### src/rtl/ar_br_cr_datapath.sv
// AR/BR/CR datapath: rising-edge command decode, shift/clear ops on CR,
// AR status decode, and a valid/ready result port with overrun/overflow flags.
module ar_br_cr_datapath #(
   parameter int WIDTH     = 8,
   parameter int CNT_WIDTH = 8
) (
   input  logic                 clk,
   input  logic                 reset_b,
   input  logic [WIDTH-1:0]     data_a,
   input  logic [WIDTH-1:0]     data_b,
   input  logic                 load_AR_BR,
   input  logic                 div_AR_T_CR,
   input  logic                 mul_BR_T_CR,
   input  logic                 clr_CR,
   output logic                 AR_neg,
   output logic                 AR_pos,
   output logic                 AR_zero,
   output logic [WIDTH-1:0]     cr_data,
   output logic                 cr_valid,
   input  logic                 cr_ready,
   output logic                 ovf,
   output logic                 overrun,
   output logic [CNT_WIDTH-1:0] op_count
);

   logic [WIDTH-1:0]     ar_q, ar_d;
   logic [WIDTH-1:0]     br_q, br_d;
   logic [WIDTH-1:0]     cr_q, cr_d;
   logic                 valid_q, valid_d;
   logic                 ovf_q, ovf_d;
   logic                 overrun_q, overrun_d;
   logic [CNT_WIDTH-1:0] cnt_q, cnt_d;
   logic [3:0]           cmd_q;

   logic load_go, clr_go, div_go, mul_go, cr_op;
   logic [3:0] cmd_now, cmd_rise;

   // Bit order {load, clr, div, mul} matches execution priority.
   assign cmd_now  = {load_AR_BR, clr_CR, div_AR_T_CR, mul_BR_T_CR};
   assign cmd_rise = cmd_now & ~cmd_q;

   assign load_go = cmd_rise[3];
   assign clr_go  = cmd_rise[2] & ~cmd_rise[3];
   assign div_go  = cmd_rise[1] & ~cmd_rise[3] & ~cmd_rise[2];
   assign mul_go  = cmd_rise[0] & ~cmd_rise[3] & ~cmd_rise[2] & ~cmd_rise[1];
   assign cr_op   = clr_go | div_go | mul_go;

   always_comb begin
      // NOTE: every next-state signal gets its hold value first so no path infers a latch.
      ar_d      = ar_q;
      br_d      = br_q;
      cr_d      = cr_q;
      valid_d   = valid_q;
      ovf_d     = ovf_q;
      overrun_d = overrun_q;
      cnt_d     = cnt_q;

      if (load_go) begin
         ar_d = data_a;
         br_d = data_b;
      end

      if (clr_go) cr_d = '0;
      if (div_go) cr_d = {ar_q[WIDTH-1], ar_q[WIDTH-1:1]};
      if (mul_go) begin
         cr_d = {br_q[WIDTH-2:0], 1'b0};
         if (br_q[WIDTH-1] != br_q[WIDTH-2]) ovf_d = 1'b1;
      end

      // A new result wins over a concurrent transfer; it is only lost when unaccepted.
      if (cr_op) begin
         valid_d = 1'b1;
         cnt_d   = cnt_q + CNT_WIDTH'(1);
         if (valid_q && !cr_ready) overrun_d = 1'b1;
      end else if (valid_q && cr_ready) begin
         valid_d = 1'b0;
      end
   end

   // NOTE: state registers use non-blocking assignments so all updates see pre-edge values.
   always_ff @(posedge clk or negedge reset_b) begin
      if (!reset_b) begin
         ar_q      <= '0;
         br_q      <= '0;
         cr_q      <= '0;
         valid_q   <= 1'b0;
         ovf_q     <= 1'b0;
         overrun_q <= 1'b0;
         cnt_q     <= '0;
         cmd_q     <= '0;
      end else begin
         ar_q      <= ar_d;
         br_q      <= br_d;
         cr_q      <= cr_d;
         valid_q   <= valid_d;
         ovf_q     <= ovf_d;
         overrun_q <= overrun_d;
         cnt_q     <= cnt_d;
         cmd_q     <= cmd_now;
      end
   end

   assign AR_neg   = ar_q[WIDTH-1];
   assign AR_zero  = (ar_q == '0);
   assign AR_pos   = !ar_q[WIDTH-1] && (ar_q != '0);
   assign cr_data  = cr_q;
   assign cr_valid = valid_q;
   assign ovf      = ovf_q;
   assign overrun  = overrun_q;
   assign op_count = cnt_q;

endmodule

### config.mk
export PLATFORM = sky130hd
export DESIGN_NAME = ar_br_cr_datapath
export DESIGN_NICKNAME = d
export VERILOG_FILES = /design/src/rtl/ar_br_cr_datapath.sv
export SDC_FILE = /design/constraint.sdc
export NUM_CORES = 1
export LEC_CHECK = 0
export BUFFER_PORTS_ARGS = -buffer_cell sky130_fd_sc_hd__buf_2
export CORE_ASPECT_RATIO = 0.9
export CORE_MARGIN = 2
export CORE_UTILIZATION = 54
export CTS_CLUSTER_SIZE = 30
export DETAILED_ROUTE_END_ITERATION = 10
export PLACE_DENSITY = 0.82
export REMOVE_ABC_BUFFERS = 1
export SYNTH_ARGS = -nofsm -noshare
export SYNTH_HDL_FRONTEND = slang
export SYNTH_SLANG_ARGS = --single-unit
export TNS_END_PERCENT = 1
### constraint.sdc
create_clock -name clk -period 2.75 [get_ports clk]
set_input_delay 0 -clock clk [delete_from_list [all_inputs] [get_ports clk]]
set_output_delay 0 -clock clk [all_outputs]
set_load 0.02 [all_outputs]
==> reports/results.txt <==
Critical Path RT - 3.04 ns
Row cnt - 18
Slew HR - 0.459
First-pass GRT wire length - 5190 um
Largest family of logic cells by synthesized area - simple AND/OR/NAND/NOR gates
RSZ-0062 raised after global routing - no
Grt total ovfl - 0
Top FF cell, synth - dfrtp_1
Number of global-route vias before repair - 1,146
Worst skew pair latency - 0.35 ns
Setup violators final - 0
Routed WL per cell - 13.7 um
Port Buffers - 44
RR Endpoint - cr_data[4]
Layout cell share with drive strength beyond 1 - 0.410
Mux contribution to synthesized area - 0.112
Critical Path AT - 1.98 ns
Clock sinks - 39
Final Hold Fails - 0
Leak - 1.02 nW
Number of flops mapped to enable cells by yosys - 0
1st-iter DRT viols - 38
Total Routing Usage GR - 0.210
Overall power after layout - 1.46 mW
Pwr dens - 685 nW/um2
Setup Crit Path Kind - flop to flop
Critical Path Start - cmd_q[3]
I/O Pins - 45
Die footprint - 3420 um2
Commonest non-fill, non-tap cells in the layout - buf_2, dfrtp_1, dlygate4sd3_1
Initial antenna violation count - 0
Asr flop ratio synth - 1.00
CTS H-tree depth - 2
Area Overhead vs Synth - 33.0%
Post-cts sizing count - 0
Remaining antenna violation count after routing - 0
Simple-gate share of the synthesized area - 0.128
Post-synth top area share - 0.608
Initial core utilization - 0.574
Synth Warn # - 0
Worst ir drop on vdd - 375 uV
Fill cells - 195
Drt total wl - 3070 um
Worst slew pin tran - 0.812 ns
Period utilization - 0.615
Max Slew Vio Count - 0
Synth top area cells - dfrtp_1, mux2_2, a221o_1
Die width - 61.5 um
Max Fanout on Critical Path - 12
Core region area - 2790 um2
Max Fclk - 0.591 GHz
Vias per inst - 4.97
Synth Area in Adders - 0.00780
TritonRoute pass-1 iters - 4
Number of buffers created by CTS - 5
Clk root buf - clkbuf_4
Placer Congestion - 0.743
Max-Cap Viols - 0
CTS tree - built
Final Skew - 0.00950 ns
CTS max path bufs - 2
Yosys cell types - 27
Worst setup SP type - flop
Die Span Y - 55.7 um
Vias after detailed routing - 1,108
Post-CTS Setup Inserts - 0
Drt drc - 0
Final setup TNS - 0 ns
Largest net degree at the start of global routing - 40
Dpl hpwl - 2030 um
Status - finished, final reports clean
HP Class - primary input to asynchronous set/reset pin
R2r setup slk - 1.06 ns
Fin crit period - 1.69 ns
CP endpoint kind - flop
#FFs+latches synth - 39
Syn_area_per_cell - 14.3 um2
Syn Inst Count - 112
Synth Area in Compound Gates - 0.0757
Most common cell after layout, fill and taps aside - buf_2
Clock-pin slew on the worst setup and hold paths - 0.11 ns
Seq/Total Area, Yosys - 0.608
Fin nets - 207
Post-Syn Area - 1600 um2
Critical R2R Launch - cmd_q[3]
Synth Area in XOR/XNOR - 0.0437
Reg2Reg Depth - 4
Number of hold buffers added after cts - 22
Area leader, netlist - dfrtp_1
Antenna fix cells - 0
-- metrics by stage --
step / setup slack, ns / hold WS (ns) / std cells / instance area [um2] / utilization
finish: 1.06 / 0.264 / 223 / 2130 / 0.764
global route: 0.920 / 0.324 / 223 / 2130 / 0.764
CTS: 1.05 / 0.299 / 223 / 2130 / 0.764
detailed placement: 1.08 / 0.135 / 194 / 1860 / 0.665
global placement: 1.10 / 0.134 / 194 / 1860 / 0.665
floorplan: 0.609 / -0.296 / 109 / 1580 / -
-- logic make-up (layout without fill, tap and decap cells) --
group,count (synthesis),after routing
AO/OA/AOI/OAI,13,13
XOR/XNOR,8,8
buffers and inverters,6,77
flip-flops,39,39
multiplexers,16,16
adder cells (fa/ha/maj),1,1
AND/OR/NAND/NOR,29,29
-- sequential cells by signal (all words and copies together), names as in the netlist --
signal,flops
cmd_q,4
overrun,1
cr_data,8
op_count,8
br_q,8
ar_q,8
cr_valid,1
ovf,1
-- power breakdown --
part | total (mW) | internal, mW | switching [mW]
Sequential | 0.760 | 0.677 | 0.0828
Combinational | 0.397 | 0.184 | 0.213
Clock | 0.303 | 0.118 | 0.185
Total | 1.46 | 0.980 | 0.481
-- critical path, cell delays in order (launching register included) --
cell and delay [ns]:
dfrtp_1 0.39, nor2b_2 0.48, a31o_1 0.46, and2_0 0.20, a221o_1 0.11
-- cell usage after synthesis (2+ instances only) --
master and instances:
nor2_1 2, xnor2_1 7, or4_1 2, inv_1 3, and2_0 4, and2_1 3
mux2_2 16, a221o_1 7, nand3_1 3, nand2_1 6, buf_6 2, nand4_1 2
nand2b_4 3, dfrtp_1 39
-- metal layers --
layer | vias up | part of all wire | global-route usage
met3 | 7 | 0.052 | 0.0814
met2 | 34 | 0.49 | 0.324
met1 | 527 | 0.44 | 0.267
met5 | - | 0 | 0
met4 | 0 | 0.017 | 0.0790
li1 | 540 | - | -
-- cell type report --
| cell class | count | area [um2] | share of cell area |
|---|---|---|---|
| well taps | 40 | 50.0 | 0.0235 |
| inverters | 3 | 11.3 | 0.00528 |
| clock inverters | 1 | 5.00 | 0.00235 |
| clock buffers | 6 | 51.3 | 0.0240 |
| repair buffers | 67 | 448 | 0.210 |
| flip-flops and latches | 39 | 976 | 0.457 |
| multi-input cells | 67 | 592 | 0.277 |
-- how the worst max path moves through the flow --
| stage | cells past startpoint | endpoint |
|---|---|---|
| 3_5_place_dp | 4 | cr_data[3] |
| 2_1_floorplan | 4 | cr_data[7] |
| 3_3_place_gp | 4 | cr_data[2] |
| 5_1_grt | 4 | cr_data[3] |
| 4_1_cts | 4 | cr_data[4] |
| 6_report | 4 | cr_data[4] |
Note: power is estimated with default switching activity, not from simulation.
